<file path="config.mk">
export PLATFORM = sky130hd
export DESIGN_NAME = wb_retire_buffer
export DESIGN_NICKNAME = d
export VERILOG_FILES = /design/src/rtl/wb_retire_buffer.sv
export SDC_FILE = /design/constraint.sdc
export NUM_CORES = 1
export LEC_CHECK = 0
export CAP_MARGIN = 20
export CORE_MARGIN = 2
export CORE_UTILIZATION = 29
export DETAILED_ROUTE_END_ITERATION = 8
export PLACE_DENSITY = 0.62
export RECOVER_POWER = 25
export SLEW_MARGIN = 25
export SYNTH_ARGS = -nofsm -noshare
export SYNTH_HDL_FRONTEND = slang
export SYNTH_SLANG_ARGS = --single-unit
</file>
<file path="constraint.sdc">
create_clock -name clk -period 3.8 [get_ports clk]
set_input_delay 0.76 -clock clk [delete_from_list [all_inputs] [get_ports clk]]
set_output_delay 0.76 -clock clk [all_outputs]
set_load 0.05 [all_outputs]
</file>
<file path="src/rtl/wb_retire_buffer.sv">
// wb_retire_buffer: writeback retire FIFO between MEM/WB and the RegFile/HILO
// write ports. Accepted instructions are queued in a DEPTH-entry circular FIFO
// and drained one per cycle through registered single-cycle write pulses. The
// drain stalls while port_busy is high. A combinational lookup returns the
// youngest queued GPR value for fwd_addr.
//
// Optional feature: define WB_HILO_EN to store and drive HI/LO writes. Without
// it, HI/LO inputs are ignored and the HILO outputs are tied to 0.
//
// Ports:
//   clk, rst                 clock, asynchronous active-high reset
//   in_valid/in_ready        retiring-instruction handshake
//   in_result/in_reg_en/in_reg_addr   GPR write request
//   in_hilo_en/in_hi/in_lo   HI/LO write request
//   flush                    synchronous discard of all queued entries
//   port_busy                RegFile port lent elsewhere; no drain this cycle
//   reg_we/reg_waddr/reg_wdata   registered RegFile write
//   hilo_we/hi_wdata/lo_wdata    registered HILO write
//   fwd_addr/fwd_hit/fwd_data    forwarding lookup (combinational)
//   count                    number of occupied entries
module wb_retire_buffer #(
    parameter int unsigned DATA_W = 32,
    parameter int unsigned ADDR_W = 5,
    parameter int unsigned DEPTH  = 4
) (
    input  logic                         clk,
    input  logic                         rst,
    input  logic                         in_valid,
    output logic                         in_ready,
    input  logic [DATA_W-1:0]            in_result,
    input  logic                         in_reg_en,
    input  logic [ADDR_W-1:0]            in_reg_addr,
    input  logic                         in_hilo_en,
    input  logic [DATA_W-1:0]            in_hi,
    input  logic [DATA_W-1:0]            in_lo,
    input  logic                         flush,
    input  logic                         port_busy,
    output logic                         reg_we,
    output logic [ADDR_W-1:0]            reg_waddr,
    output logic [DATA_W-1:0]            reg_wdata,
    output logic                         hilo_we,
    output logic [DATA_W-1:0]            hi_wdata,
    output logic [DATA_W-1:0]            lo_wdata,
    input  logic [ADDR_W-1:0]            fwd_addr,
    output logic                         fwd_hit,
    output logic [DATA_W-1:0]            fwd_data,
    output logic [$clog2(DEPTH+1)-1:0]   count
);

    localparam int unsigned PTR_W = $clog2(DEPTH);
    localparam int unsigned CNT_W = $clog2(DEPTH+1);

    logic [PTR_W-1:0]  rd_ptr_q, rd_ptr_d;
    logic [PTR_W-1:0]  wr_ptr_q, wr_ptr_d;
    logic [CNT_W-1:0]  count_q, count_d;

    logic              reg_we_q, reg_we_d;
    logic [ADDR_W-1:0] reg_waddr_q, reg_waddr_d;
    logic [DATA_W-1:0] reg_wdata_q, reg_wdata_d;

    // FIFO storage; contents are qualified by count, so no reset is needed
    logic              ent_reg_en_q [DEPTH];
    logic [ADDR_W-1:0] ent_addr_q   [DEPTH];
    logic [DATA_W-1:0] ent_data_q   [DEPTH];

    logic norm_reg_en;
    logic norm_hilo_en;
    logic push;
    logic pop;

    // Writes to r0 are architecturally void, so they never occupy an entry
    assign norm_reg_en = in_reg_en && (in_reg_addr != '0);

`ifdef WB_HILO_EN
    logic              hilo_we_q, hilo_we_d;
    logic [DATA_W-1:0] hi_wdata_q, hi_wdata_d;
    logic [DATA_W-1:0] lo_wdata_q, lo_wdata_d;
    logic              ent_hilo_en_q [DEPTH];
    logic [DATA_W-1:0] ent_hi_q      [DEPTH];
    logic [DATA_W-1:0] ent_lo_q      [DEPTH];

    assign norm_hilo_en = in_hilo_en;
    assign hilo_we      = hilo_we_q;
    assign hi_wdata     = hi_wdata_q;
    assign lo_wdata     = lo_wdata_q;
`else
    logic unused_hilo;

    assign unused_hilo  = &{1'b0, in_hilo_en, in_hi, in_lo};
    assign norm_hilo_en = 1'b0;
    assign hilo_we      = 1'b0;
    assign hi_wdata     = '0;
    assign lo_wdata     = '0;
`endif

    // Ready depends only on registered occupancy and reset
    assign in_ready = (count_q < CNT_W'(DEPTH)) && !rst;
    assign push     = in_valid && in_ready && (norm_reg_en || norm_hilo_en);
    assign pop      = (count_q != '0) && !port_busy;

    assign reg_we    = reg_we_q;
    assign reg_waddr = reg_waddr_q;
    assign reg_wdata = reg_wdata_q;
    assign count     = count_q;

    // Next-state: pointers, occupancy and the write-pulse output registers
    always_comb begin
        rd_ptr_d    = rd_ptr_q;
        wr_ptr_d    = wr_ptr_q;
        count_d     = count_q;
        reg_we_d    = 1'b0;
        reg_waddr_d = '0;
        reg_wdata_d = '0;
`ifdef WB_HILO_EN
        hilo_we_d   = 1'b0;
        hi_wdata_d  = '0;
        lo_wdata_d  = '0;
`endif
        if (flush) begin
            rd_ptr_d = '0;
            wr_ptr_d = '0;
            count_d  = '0;
        end else begin
            if (push) begin
                wr_ptr_d = wr_ptr_q + PTR_W'(1);
            end
            if (pop) begin
                rd_ptr_d    = rd_ptr_q + PTR_W'(1);
                reg_we_d    = ent_reg_en_q[rd_ptr_q];
                reg_waddr_d = ent_addr_q[rd_ptr_q];
                reg_wdata_d = ent_data_q[rd_ptr_q];
`ifdef WB_HILO_EN
                hilo_we_d   = ent_hilo_en_q[rd_ptr_q];
                hi_wdata_d  = ent_hi_q[rd_ptr_q];
                lo_wdata_d  = ent_lo_q[rd_ptr_q];
`endif
            end
            if (push && !pop) begin
                count_d = count_q + CNT_W'(1);
            end else if (pop && !push) begin
                count_d = count_q - CNT_W'(1);
            end
        end
    end

    // State and output registers
    always_ff @(posedge clk or posedge rst) begin
        if (rst) begin
            rd_ptr_q    <= '0;
            wr_ptr_q    <= '0;
            count_q     <= '0;
            reg_we_q    <= 1'b0;
            reg_waddr_q <= '0;
            reg_wdata_q <= '0;
`ifdef WB_HILO_EN
            hilo_we_q   <= 1'b0;
            hi_wdata_q  <= '0;
            lo_wdata_q  <= '0;
`endif
        end else begin
            rd_ptr_q    <= rd_ptr_d;
            wr_ptr_q    <= wr_ptr_d;
            count_q     <= count_d;
            reg_we_q    <= reg_we_d;
            reg_waddr_q <= reg_waddr_d;
            reg_wdata_q <= reg_wdata_d;
`ifdef WB_HILO_EN
            hilo_we_q   <= hilo_we_d;
            hi_wdata_q  <= hi_wdata_d;
            lo_wdata_q  <= lo_wdata_d;
`endif
        end
    end

    // Entry write at the tail; a flush cycle drops the incoming entry
    always_ff @(posedge clk) begin
        if (push && !flush) begin
            ent_reg_en_q[wr_ptr_q]  <= norm_reg_en;
            ent_addr_q[wr_ptr_q]    <= in_reg_addr;
            ent_data_q[wr_ptr_q]    <= in_result;
`ifdef WB_HILO_EN
            ent_hilo_en_q[wr_ptr_q] <= in_hilo_en;
            ent_hi_q[wr_ptr_q]      <= in_hi;
            ent_lo_q[wr_ptr_q]      <= in_lo;
`endif
        end
    end

    // Forwarding: scan oldest to youngest so the youngest match wins
    always_comb begin
        logic [PTR_W-1:0] idx;
        fwd_hit  = 1'b0;
        fwd_data = '0;
        idx      = '0;
        for (int unsigned i = 0; i < DEPTH; i++) begin
            idx = rd_ptr_q + PTR_W'(i);
            if ((CNT_W'(i) < count_q) && ent_reg_en_q[idx] &&
                (ent_addr_q[idx] == fwd_addr) && (fwd_addr != '0)) begin
                fwd_hit  = 1'b1;
                fwd_data = ent_data_q[idx];
            end
        end
    end

endmodule

</file>
# == Word-level counts from Yosys, hierarchy flattened ==
# Memory sizes are Yosys's and may differ from the RTL's.
# Cells that the tools add are included.
# classes
addsub,6
mux,23
n_reduce_logical,31
order_cmp,5
eq_ne,4
# op_table
cell,count
$mux W32,6
$eq A5 B5 Y1,4
$logic_and A1 B1 Y1,20
$mux W5,2
$reduce_bool A5 Y1,2
$mux W3,3
$mux W1,8
$mux W2,4
$lt A1 B3 Y1 const A,2
$lt A2 B3 Y1 const A,2
$reduce_bool A3 Y1,2
$logic_not A1 Y1,5
$add A2 B1 Y2 const B,2
$add A2 B2 Y2 const B,2
$reduce_bool A2 Y1,2
$add A3 B1 Y3 const B,1
$lt A3 B3 Y1 const B,1
$sub A3 B1 Y3 const B,1
# totals
output_inout_bits,140
ram_bits,152
memories,3
register_bits,45
inputBits,113
# mem_list
name,depth,width,rd,rd_clocked_by_memory_dff,write_ports,line_no,source
ent_data_q,4,32,4,0,1,64,logic [DATA_W-1:0] ent_data_q [DEPTH];
ent_addr_q,4,5,4,0,1,63,logic [ADDR_W-1:0] ent_addr_q [DEPTH];
ent_reg_en_q,4,1,4,0,1,62,logic ent_reg_en_q [DEPTH];

# == Logic depth before layout (Yosys ltp) ==
# Gate-level depths: netlist of run 1.
# depth
depth_word,9
ltp_mapped,12
depth_no_buf,9

# == Least setup slack after synthesis of run 1 ==
# No wires, ideal clock.
# synth_path
kind,reg-to-output
from,register count_q[1] (netlist: count[1])
to,output port fwd_data[14]
path_slack_ps,-368
arrival_time_ps,3408
stages_incl_launch_ff,12
t_required_ps,3040
cell_sequence,dfrtp_1 inv_1 ha_1 o21bai_1 a22oi_1 and4_1 and2_1 buf_4 buf_6 o221ai_1 a2111o_1 a31oi_1
# synth_via
elab_chain_cells,8
elab_cells_between_ends,20
# synth_lines
item,line_no,source
from (decl),55,"logic [CNT_W-1:0] count_q, count_d;"
from (signal assigned),163,count_q <= count_d;
$lt A1 B3 Y1,197,if ((CNT_W'(i) < count_q) && ent_reg_en_q[idx] &&
$logic_and A1 B1 Y1 (2 in series),197,
$logic_and A1 B1 Y1,198,(ent_addr_q[idx] == fwd_addr) && (fwd_addr != '0)) begin
$mux W32 (3 in series),197,
$mux W32 (*),197,
to (decl),46,"output logic [DATA_W-1:0] fwd_data,"
# Every way passes the cells marked *; elsewhere a longest branch is shown, timed or not.

# == Worst setup path after layout of run 1 ==
# layout_path
from,register rd_ptr_q[0]
to,output port fwd_data[27]
# layout_via
elab_chain_cells,8
elab_cells_between_ends,26
# layout_lines
item,line_no,source
from (decl),53,"logic [PTR_W-1:0] rd_ptr_q, rd_ptr_d;"
from (signal assigned),161,rd_ptr_q <= rd_ptr_d;
$add A2 B1 Y2 (tied with other cells),196,idx = rd_ptr_q + PTR_W'(i);
$mem_v2 Z4 W5 (tied with other cells),--,
$eq A5 B5 Y1 / $logic_and A1 B1 Y1 (equally long branches),"198, 197",
"$logic_and A1 B1 Y1, on equally long branches","197, 198",
$logic_and A1 B1 Y1 / $mux W32 (equally long branches),"198, 197",
$mux W32 (2 in series),197,
$mux W32 (*),197,
# Marked as above.

==> flow_results.xml, run 1 <==
<?xml version="1.0" encoding="UTF-8"?>
<metrics>
  <group name="logic_synthesis">
    <metric name="synth_simple_gate_area_share" unit="%">9.26</metric>
    <metric name="synth_adder_area_share" unit="%">0.923</metric>
    <metric name="number_of_enable_flip_flop_cells_after_synthesis" unit="">152</metric>
    <metric name="combinational_family_with_the_most_area_after_synthesis" unit="">multiplexers</metric>
    <metric name="synth.mux.area_fraction" unit="%">16.4</metric>
    <metric name="synth_area_in_compound_gates" unit="%">15.4</metric>
    <metric name="yosys.area_share.xor_xnor" unit="%">2.05</metric>
    <metric name="synth-async-reset-ratio" unit="%">22.8</metric>
    <metric name="avgSynthCellArea" unit="sq um">11.8</metric>
    <metric name="seq_area_frac_synth" unit="%">47.7</metric>
    <metric name="number_of_distinct_library_cells_after_synthesis" unit="">50</metric>
    <metric name="syn-instance-count" unit="">1011</metric>
    <metric name="yosys_most_used_dff" unit="">edfxtp_1</metric>
    <metric name="netlist_area" unit="sq um">11900</metric>
    <metric name="synthesis.yosys.warnings" unit="">0</metric>
    <metric name="yosys_register_bits" unit="">197</metric>
  </group>
  <group name="critical_path">
    <metric name="regToRegSetupSlack" unit="ns">1.48</metric>
    <metric name="critPathKind" unit="">reg2out</metric>
    <metric name="timing.critical_path.arrival" unit="ns">3.46</metric>
    <metric name="crit_required" unit="ns">3.04</metric>
    <metric name="worstRegToRegCells" unit="">8</metric>
    <metric name="path_common_cell" unit="">buf_12</metric>
    <metric name="crit_path_top_delay_cell" unit="">mux4_2</metric>
    <metric name="setup.worst_path.start" unit="">rd_ptr_q[0]$_DFFE_PP0P_</metric>
    <metric name="r2r_start" unit="">rd_ptr_q[0]$_DFFE_PP0P_</metric>
    <metric name="crit_cells" unit="">10</metric>
    <metric name="worstPathBufferInverterCount" unit="">3</metric>
    <metric name="critPathLaunchType" unit="">register</metric>
    <metric name="largest_delay_contributor_family_on_the_critical_path" unit="">compound AO/OA/AOI/OAI gates</metric>
    <metric name="setup.worst_path.end" unit="">fwd_data[27]</metric>
    <metric name="worstPathMaxFanout" unit="">14</metric>
    <metric name="critical_path_cell_sequence" unit="">mux4_2 -&gt; xor2_1 -&gt; nor4_4 -&gt; buf_4 -&gt; a21o_4 -&gt; buf_12 -&gt; o221ai_1 -&gt; a2111o_1 -&gt; a31oi_4 -&gt; buf_12</metric>
    <metric name="end_kind" unit="">output port</metric>
    <metric name="r2r_end" unit="">reg_wdata[10]$_DFF_PP0_</metric>
    <metric name="crit_path_max_incr_delay" unit="ns">0.53</metric>
  </group>
  <group name="sta">
    <metric name="final_critical_path_setup_slack" unit="ns">-0.416</metric>
    <metric name="timing.final.crit_period" unit="ns">4.22</metric>
    <metric name="totalNegativeSetupSlack" unit="ns">-11.18</metric>
    <metric name="worst-slew-pin-transition" unit="ns">0.845</metric>
    <metric name="finalHoldViolations" unit="">0</metric>
    <metric name="fin_skew" unit="ns">0.0203</metric>
    <metric name="fmax" unit="GHz">0.237</metric>
    <metric name="final-setup-viol-count" unit="">33</metric>
    <metric name="grt_setup_unrepaired" unit="">true</metric>
    <metric name="minimum_hold_slack" unit="ns">0.605</metric>
    <metric name="max_transition_viols_final" unit="">0</metric>
    <metric name="share_of_the_clock_period_used_by_the_worst_path" unit="%">111</metric>
    <metric name="slew_headroom" unit="%">43.6</metric>
  </group>
  <group name="global_routing">
    <metric name="grt_util_met2" unit="%">27.0</metric>
    <metric name="track_usage" unit="%">16.1</metric>
    <metric name="number_of_global_route_vias_before_repair" unit="">8873</metric>
    <metric name="grtUsageMet3" unit="%">2.83</metric>
    <metric name="globalRoute.busiestLayer" unit="">met2</metric>
    <metric name="grt-ovfl-total" unit="">0</metric>
    <metric name="grt_start_max_net_pins" unit="">97</metric>
    <metric name="grt_pass1_wl" unit="mm">52.0</metric>
    <metric name="grt.met1_usage" unit="%">20.5</metric>
    <metric name="antenna_found_initial" unit="">7</metric>
  </group>
  <group name="cts">
    <metric name="cts-root-buf" unit="">clkbuf_16</metric>
    <metric name="cts-buffers-inserted" unit="">17</metric>
    <metric name="clock-sinks" unit="">197</metric>
    <metric name="clkTransAtPathRegs" unit="ns">0.07</metric>
    <metric name="cts_htree_levels" unit="">4</metric>
    <metric name="tritoncts" unit="">yes</metric>
    <metric name="ctsLongestPathBuffers" unit="">2</metric>
    <metric name="clock_latency_on_the_worst_skew_pair" unit="ns">0.45</metric>
  </group>
  <group name="cells_and_area">
    <metric name="stdcell_area" unit="sq um">15400</metric>
    <metric name="n_fill_cell" unit="">3862</metric>
    <metric name="final_layout_size_suffix_gt1_share" unit="%">25.2</metric>
    <metric name="final_core_utilization" unit="%">37.7</metric>
    <metric name="synthToLayoutAreaGrowth" unit="%">28.8</metric>
    <metric name="finalNetCount" unit="">1260</metric>
  </group>
  <group name="routing">
    <metric name="vias" unit="">9146</metric>
    <metric name="number_of_routed_nets_with_antenna_violations" unit="">0</metric>
    <metric name="detail_route.wl_per_cell" unit="um">20.3</metric>
    <metric name="drt_first_iter_violations" unit="">714</metric>
    <metric name="detail_route.vias_per_cell" unit="">5.42</metric>
    <metric name="postRouteWirelength" unit="mm">34.2</metric>
    <metric name="drt_drc_violations_left" unit="">0</metric>
    <metric name="drt-pass1-iter-count" unit="">5</metric>
  </group>
  <group name="die">
    <metric name="dieWidth" unit="um">207</metric>
    <metric name="initial_utilization" unit="%">29.3</metric>
    <metric name="placementRows" unit="">74</metric>
    <metric name="floorplan.die_area" unit="sq um">42800</metric>
    <metric name="die_y" unit="um">207</metric>
    <metric name="fp.coreArea" unit="sq um">40700</metric>
    <metric name="ios" unit="">253</metric>
  </group>
  <group name="run_status">
    <metric name="failing_checks" unit="">negative setup slack</metric>
    <metric name="run_status" unit="">complete, but fails checks</metric>
  </group>
  <group name="power_and_ir_drop">
    <metric name="irDropWorstVdd" unit="V">0.000320</metric>
    <metric name="power.static_leakage" unit="nW">5.16</metric>
    <metric name="power_dens_cells" unit="nW/um^2">491</metric>
  </group>
  <group name="placement">
    <metric name="detailed_place.area" unit="sq um">14300</metric>
    <metric name="detailedPlacementHpwl" unit="mm">21.8</metric>
    <metric name="numPortBuffers" unit="">122</metric>
    <metric name="place_congestion" unit="">0.794</metric>
  </group>
  <group name="worst_hold_path">
    <metric name="timing.hold.worst.class" unit="">reg2reg</metric>
  </group>
  <group name="flow_run">
    <metric name="timing.max_cap.violations" unit="">0</metric>
  </group>
</metrics>
## power by group
group | internal, W | switching [W]
clock network | 0.00101 | 0.000897
logic | 0.00127 | 0.00187
registers | 0.00243 | 0.0000783
## synthesized netlist by cell type (2+ instances only)
master | n | area [sq um]
edfxtp_1 | 152 | 4560
nand2_1 | 68 | 255
buf_4 | 67 | 503
a211oi_1 | 64 | 480
nor3_1 | 63 | 315
o221ai_1 | 62 | 543
clkbuf_1 | 60 | 225
nor2_1 | 52 | 195
mux4_2 | 51 | 1150
mux2i_1 | 46 | 460
dfrtp_1 | 45 | 1130
mux2_2 | 31 | 349
nor2b_1 | 31 | 194
a21oi_1 | 28 | 140
a2111oi_0 | 26 | 228
o22a_1 | 26 | 228
buf_2 | 19 | 95.1
xnor2_1 | 19 | 166
inv_1 | 18 | 67.6
buf_1 | 12 | 45.0
xor2_1 | 9 | 78.8
ha_1 | 8 | 100
a31oi_1 | 6 | 37.5
a2111o_1 | 5 | 56.3
and2_1 | 5 | 31.3
o21ai_0 | 5 | 25.0
buf_6 | 4 | 45.0
nand3_1 | 4 | 20.0
nand4_1 | 2 | 12.5
o21bai_1 | 2 | 15.0
or4_1 | 2 | 15.0
## through the flow
stage	std cells	worst slack (ns)	power (W)
2_1_floorplan	1075	-0.0564	0.00470
3_3_place_gp	1637	-0.437	0.00546
3_5_place_dp	1637	-0.468	0.00550
4_1_cts	1685	-0.494	0.00757
5_1_grt	1687	-0.565	0.00791
6_report	1687	-0.416	0.00755
## cell usage in the layout, fill, tap and decap left out, types with 4 or more instances in the layout
master and count:
a21oi_1 28, conb_1 65, o22a_2 7, inv_1 16
a211oi_1 64, mux2i_1 46, a2111oi_2 20, xnor2_1 19
a31oi_4 5, ha_1 8, buf_4 60, and2_2 4
edfxtp_1 152, clkinv_4 5, nor3_1 63, o221ai_1 59
o21ai_0 5, o22a_1 19, mux4_2 51, xor2_1 9
nor2b_1 31, buf_12 52, nor2_1 52, nand2_1 65
mux2_2 30, clkbuf_16 17, dfrtp_1 43, clkdlybuf4s50_1 61
dlygate4sd3_1 28, a2111o_1 5
## how the worst min path moves through the flow
stage | startpoint | to | slack, ns | cells past startpoint
after floorplan | wr_ptr_q[1]$_DFFE_PP0P_ | wr_ptr_q[1]$_DFFE_PP0P_ | 0.54 | 2
after global placement | wr_ptr_q[1]$_DFFE_PP0P_ | wr_ptr_q[1]$_DFFE_PP0P_ | 0.57 | 2
after detailed placement | wr_ptr_q[1]$_DFFE_PP0P_ | wr_ptr_q[1]$_DFFE_PP0P_ | 0.58 | 2
after CTS | wr_ptr_q[1]$_DFFE_PP0P_ | wr_ptr_q[1]$_DFFE_PP0P_ | 0.60 | 2
after global routing | wr_ptr_q[1]$_DFFE_PP0P_ | wr_ptr_q[1]$_DFFE_PP0P_ | 0.69 | 2
final | wr_ptr_q[1]$_DFFE_PP0P_ | wr_ptr_q[1]$_DFFE_PP0P_ | 0.60 | 2
## area by class of cell
class | count | area, sq um | share of cell area [%]
Timing Repair Buffer | 207 | 2460 | 16.0
Clock buffer | 18 | 429 | 2.79
Antenna cell | 3 | 7.51 | 0.0489
Sequential cell | 197 | 5700 | 37.1
Inverter | 18 | 72.6 | 0.472
Clock inverter | 14 | 188 | 1.22
Tap cell | 532 | 666 | 4.33
Multi-Input combinational cell | 698 | 5850 | 38.0
## layer usage
layer  wire [um]  up-vias  part of all wire, %
li1            -     4100                    -
met1       14300     4588                   42
met2       16900      389                   49
met3        2030       65                  5.9
met4         973        4                  2.8
met5          26        -                0.076
## tightest hold or removal path, delay by kind of cell, from the launching register on
family | cells | cell delay, ns
muxes | 1 | 0.09
and+or+nand+nor | 1 | 0.08
DFF | 1 | 0.39
## logic make-up (layout without fill, tap and decap cells)
group | Yosys count | in the layout
other | 1 | 68
xor gates and xnor gates | 28 | 28
DFF | 197 | 197
muxes | 128 | 128
and+or+nand+nor | 234 | 234
buffers and inverters | 180 | 257
adders and majority gates | 9 | 9
AOI/OAI and AO/OA | 234 | 234
## registers in the layout (all words and copies together), names as in the netlist
signal        count
ent_reg_en_q      4
reg_we            1
reg_wdata        32
wr_ptr_q          2
reg_waddr         5
count             3
ent_data_q      128
ent_addr_q       20
rd_ptr_q          2
## repair_timing
item	CTS	global route
cloned	1	0
resized for setup	59	23
hold buffers	0	0
pin swaps	23	15
endpoints found under the setup margin	33	33
buffers inserted	15	0
Power figures use the tool's default switching activity.
==> run 2, diff against run 1 <==
--- a/config.mk
+++ b/config.mk
@@ -6,10 +6,14 @@
 export NUM_CORES = 1
 export LEC_CHECK = 0
 export CAP_MARGIN = 20
+export CELL_PAD_IN_SITES_DETAIL_PLACEMENT = 0
+export CELL_PAD_IN_SITES_GLOBAL_PLACEMENT = 1
+export CORE_ASPECT_RATIO = 0.8
 export CORE_MARGIN = 2
 export CORE_UTILIZATION = 29
 export DETAILED_ROUTE_END_ITERATION = 8
-export PLACE_DENSITY = 0.62
+export MAX_ROUTING_LAYER = met4
+export PLACE_DENSITY = 0.73
 export RECOVER_POWER = 25
 export SLEW_MARGIN = 25
 export SYNTH_ARGS = -nofsm -noshare
==> flow_results.xml, run 2 (synthesized netlist as in run 1, its figures left out) <==
<?xml version="1.0" encoding="UTF-8"?>
<metrics>
  <group name="routing">
    <metric name="drt_first_iter_violations" unit="">914</metric>
    <metric name="drt_drc_violations_left" unit="">0</metric>
    <metric name="detail_route.wl_per_cell" unit="um">21.4</metric>
    <metric name="number_of_routed_nets_with_antenna_violations" unit="">0</metric>
    <metric name="detail_route.vias_per_cell" unit="">5.34</metric>
    <metric name="vias" unit="">9151</metric>
    <metric name="postRouteWirelength" unit="mm">36.7</metric>
    <metric name="drt-pass1-iter-count" unit="">5</metric>
  </group>
  <group name="critical_path">
    <metric name="crit_required" unit="ns">3.04</metric>
    <metric name="r2r_start" unit="">count[0]$_DFFE_PP0P_</metric>
    <metric name="regToRegSetupSlack" unit="ns">1.30</metric>
    <metric name="critPathLaunchType" unit="">register</metric>
    <metric name="worstPathMaxFanout" unit="">7</metric>
    <metric name="end_kind" unit="">output port</metric>
    <metric name="setup.worst_path.start" unit="">rd_ptr_q[0]$_DFFE_PP0P_</metric>
    <metric name="timing.critical_path.arrival" unit="ns">3.73</metric>
    <metric name="critPathKind" unit="">reg2out</metric>
    <metric name="worstRegToRegCells" unit="">7</metric>
  </group>
  <group name="cts">
    <metric name="clock_latency_on_the_worst_skew_pair" unit="ns">0.46</metric>
    <metric name="cts-root-buf" unit="">clkbuf_16</metric>
    <metric name="clock-sinks" unit="">197</metric>
    <metric name="ctsLongestPathBuffers" unit="">2</metric>
    <metric name="post_cts_hold_buffer_count" unit="">0</metric>
    <metric name="clkTransAtPathRegs" unit="ns">0.08</metric>
    <metric name="tritoncts" unit="">yes</metric>
    <metric name="cts_htree_levels" unit="">4</metric>
    <metric name="cts-buffers-inserted" unit="">17</metric>
  </group>
  <group name="placement">
    <metric name="place_congestion" unit="">0.807</metric>
    <metric name="numPortBuffers" unit="">122</metric>
    <metric name="pre_cts_ws" unit="ns">-0.516</metric>
    <metric name="detailedPlacementHpwl" unit="mm">21.7</metric>
  </group>
  <group name="sta">
    <metric name="final_critical_path_setup_slack" unit="ns">-0.687</metric>
    <metric name="share_of_the_clock_period_used_by_the_worst_path" unit="%">118</metric>
    <metric name="fin_skew" unit="ns">0.0127</metric>
    <metric name="fmax" unit="GHz">0.223</metric>
    <metric name="slew_headroom" unit="%">32.8</metric>
    <metric name="timing.final.crit_period" unit="ns">4.49</metric>
    <metric name="finalHoldViolations" unit="">0</metric>
    <metric name="worst-slew-pin-transition" unit="ns">1.01</metric>
    <metric name="max_transition_viols_final" unit="">0</metric>
    <metric name="final-setup-viol-count" unit="">33</metric>
    <metric name="grt_setup_unrepaired" unit="">true</metric>
  </group>
  <group name="global_routing">
    <metric name="antenna_found_initial" unit="">2</metric>
    <metric name="grt_start_max_net_pins" unit="">87</metric>
    <metric name="grt_pass1_wl" unit="mm">54.2</metric>
    <metric name="grt-ovfl-total" unit="">0</metric>
    <metric name="track_usage" unit="%">17.3</metric>
    <metric name="number_of_global_route_vias_before_repair" unit="">8983</metric>
  </group>
  <group name="cells_and_area">
    <metric name="seq_area" unit="sq um">5700</metric>
    <metric name="final_layout_size_suffix_gt1_share" unit="%">30.1</metric>
    <metric name="largest_register_ffs" unit="">128</metric>
    <metric name="multi_input_area" unit="sq um">6200</metric>
    <metric name="finalNetCount" unit="">1276</metric>
    <metric name="mostFrequentLayoutCell" unit="">edfxtp_1</metric>
    <metric name="max_flop_register" unit="">ent_data_q</metric>
    <metric name="final_core_utilization" unit="%">39.2</metric>
    <metric name="synthToLayoutAreaGrowth" unit="%">33.6</metric>
    <metric name="most-common-layout-cells" unit="">edfxtp_1, buf_4, nand2_1, conb_1, a211oi_1</metric>
    <metric name="n_fill_cell" unit="">3823</metric>
  </group>
  <group name="die">
    <metric name="placementRows" unit="">66</metric>
    <metric name="die_y" unit="um">185</metric>
    <metric name="dieWidth" unit="um">231</metric>
    <metric name="ios" unit="">253</metric>
    <metric name="initial_utilization" unit="%">29.4</metric>
    <metric name="floorplan.die_area" unit="sq um">42800</metric>
    <metric name="fp.coreArea" unit="sq um">40600</metric>
  </group>
  <group name="run_status">
    <metric name="run_status" unit="">complete, but fails checks</metric>
    <metric name="failing_checks" unit="">negative setup slack</metric>
  </group>
  <group name="power_and_ir_drop">
    <metric name="power_dens_cells" unit="nW/um^2">476</metric>
    <metric name="power.static_leakage" unit="nW">5.30</metric>
    <metric name="irDropWorstVdd" unit="V">0.000330</metric>
  </group>
  <group name="flow_run">
    <metric name="timing.max_cap.violations" unit="">0</metric>
  </group>
  <group name="worst_hold_path">
    <metric name="hold-path-cell-count" unit="">2</metric>
    <metric name="timing.hold.worst.class" unit="">reg2reg</metric>
    <metric name="min_from" unit="">wr_ptr_q[1]$_DFFE_PP0P_</metric>
  </group>
</metrics>
## run 2: cell types whose count changed in the layout (fill, tap and decap cells not counted), moves of 4 or more
cell / change
nor3_1: -9
buf_16: +4
a2111oi_4: +5
buf_6: +5
o221ai_2: +23
nor3_2: +9
o221ai_1: -25
buf_4: +6
clkinv_4: -4
clkinv_2: +4
## run 2: worst max-delay path: stages (launching register included)
cell       delay (ns)
dfrtp_4          0.50
buf_6            0.13
mux4_2           0.50
xor2_1           0.18
nor4_4           0.39
buf_4            0.19
a21o_4           0.16
buf_12           0.12
buf_16           0.13
o221ai_2         0.15
a2111oi_4        0.42
o22a_2           0.24
buf_12           0.14
## run 2: worst paths after layout
check	endpoint
max	fwd_data[26]
min	wr_ptr_q[1]$_DFFE_PP0P_
max reg2reg	reg_wdata[13]$_DFF_PP0_
min reg2reg	wr_ptr_q[1]$_DFFE_PP0P_
max in group asynchronous	reg_wdata[20]$_DFF_PP0_
min in group asynchronous	count[2]$_DFFE_PP0P_
## run 2: per-layer routing
layer	wire [um]	GRT usage, %
met5	0	-
met3	2160	3.37
met1	15700	22.1
met2	18100	27.5
met4	809	6.19
## run 2: through the flow
stage	instances	hold WS, ns	power, W	TNS [ns]	area (sq um)
after CTS	1700	0.613	0.00750	-20.21	15500
after global placement	1652	0.571	0.00548	-12.03	14400
final	1714	0.609	0.00759	-20.10	15900
after detailed placement	1652	0.595	0.00552	-12.72	14400
after global routing	1714	0.645	0.00796	-24.16	15900
after floorplan	1075	0.542	0.00470	-0.0564	12200
## run 2: area by class of cell
| cell class | count | share of cell area (%) |
|---|---|---|
| clock buffer | 18 | 2.69 |
| multi-input combinational | 698 | 38.9 |
| antenna | 2 | 0.0314 |
| sequential | 197 | 35.7 |
| timing repair buffer | 223 | 17.1 |
| clock inverter | 14 | 0.887 |
| inverter | 18 | 0.439 |
| tap | 544 | 4.27 |
## run 2: repair_timing
action	in CTS	in global routing
pin swaps	58	23
cloned	4	3
endpoints found under the setup margin	33	33
resized for setup	88	48
setup buffers	12	9
## run 2: where the power goes
| part | leakage [nW] | internal [W] | switching, W |
|---|---|---|---|
| sequential | 1.98 | 0.00243 | 0.0000769 |
| combinational | 3.04 | 0.00133 | 0.00198 |
| clock | 0.278 | 0.000872 | 0.000907 |
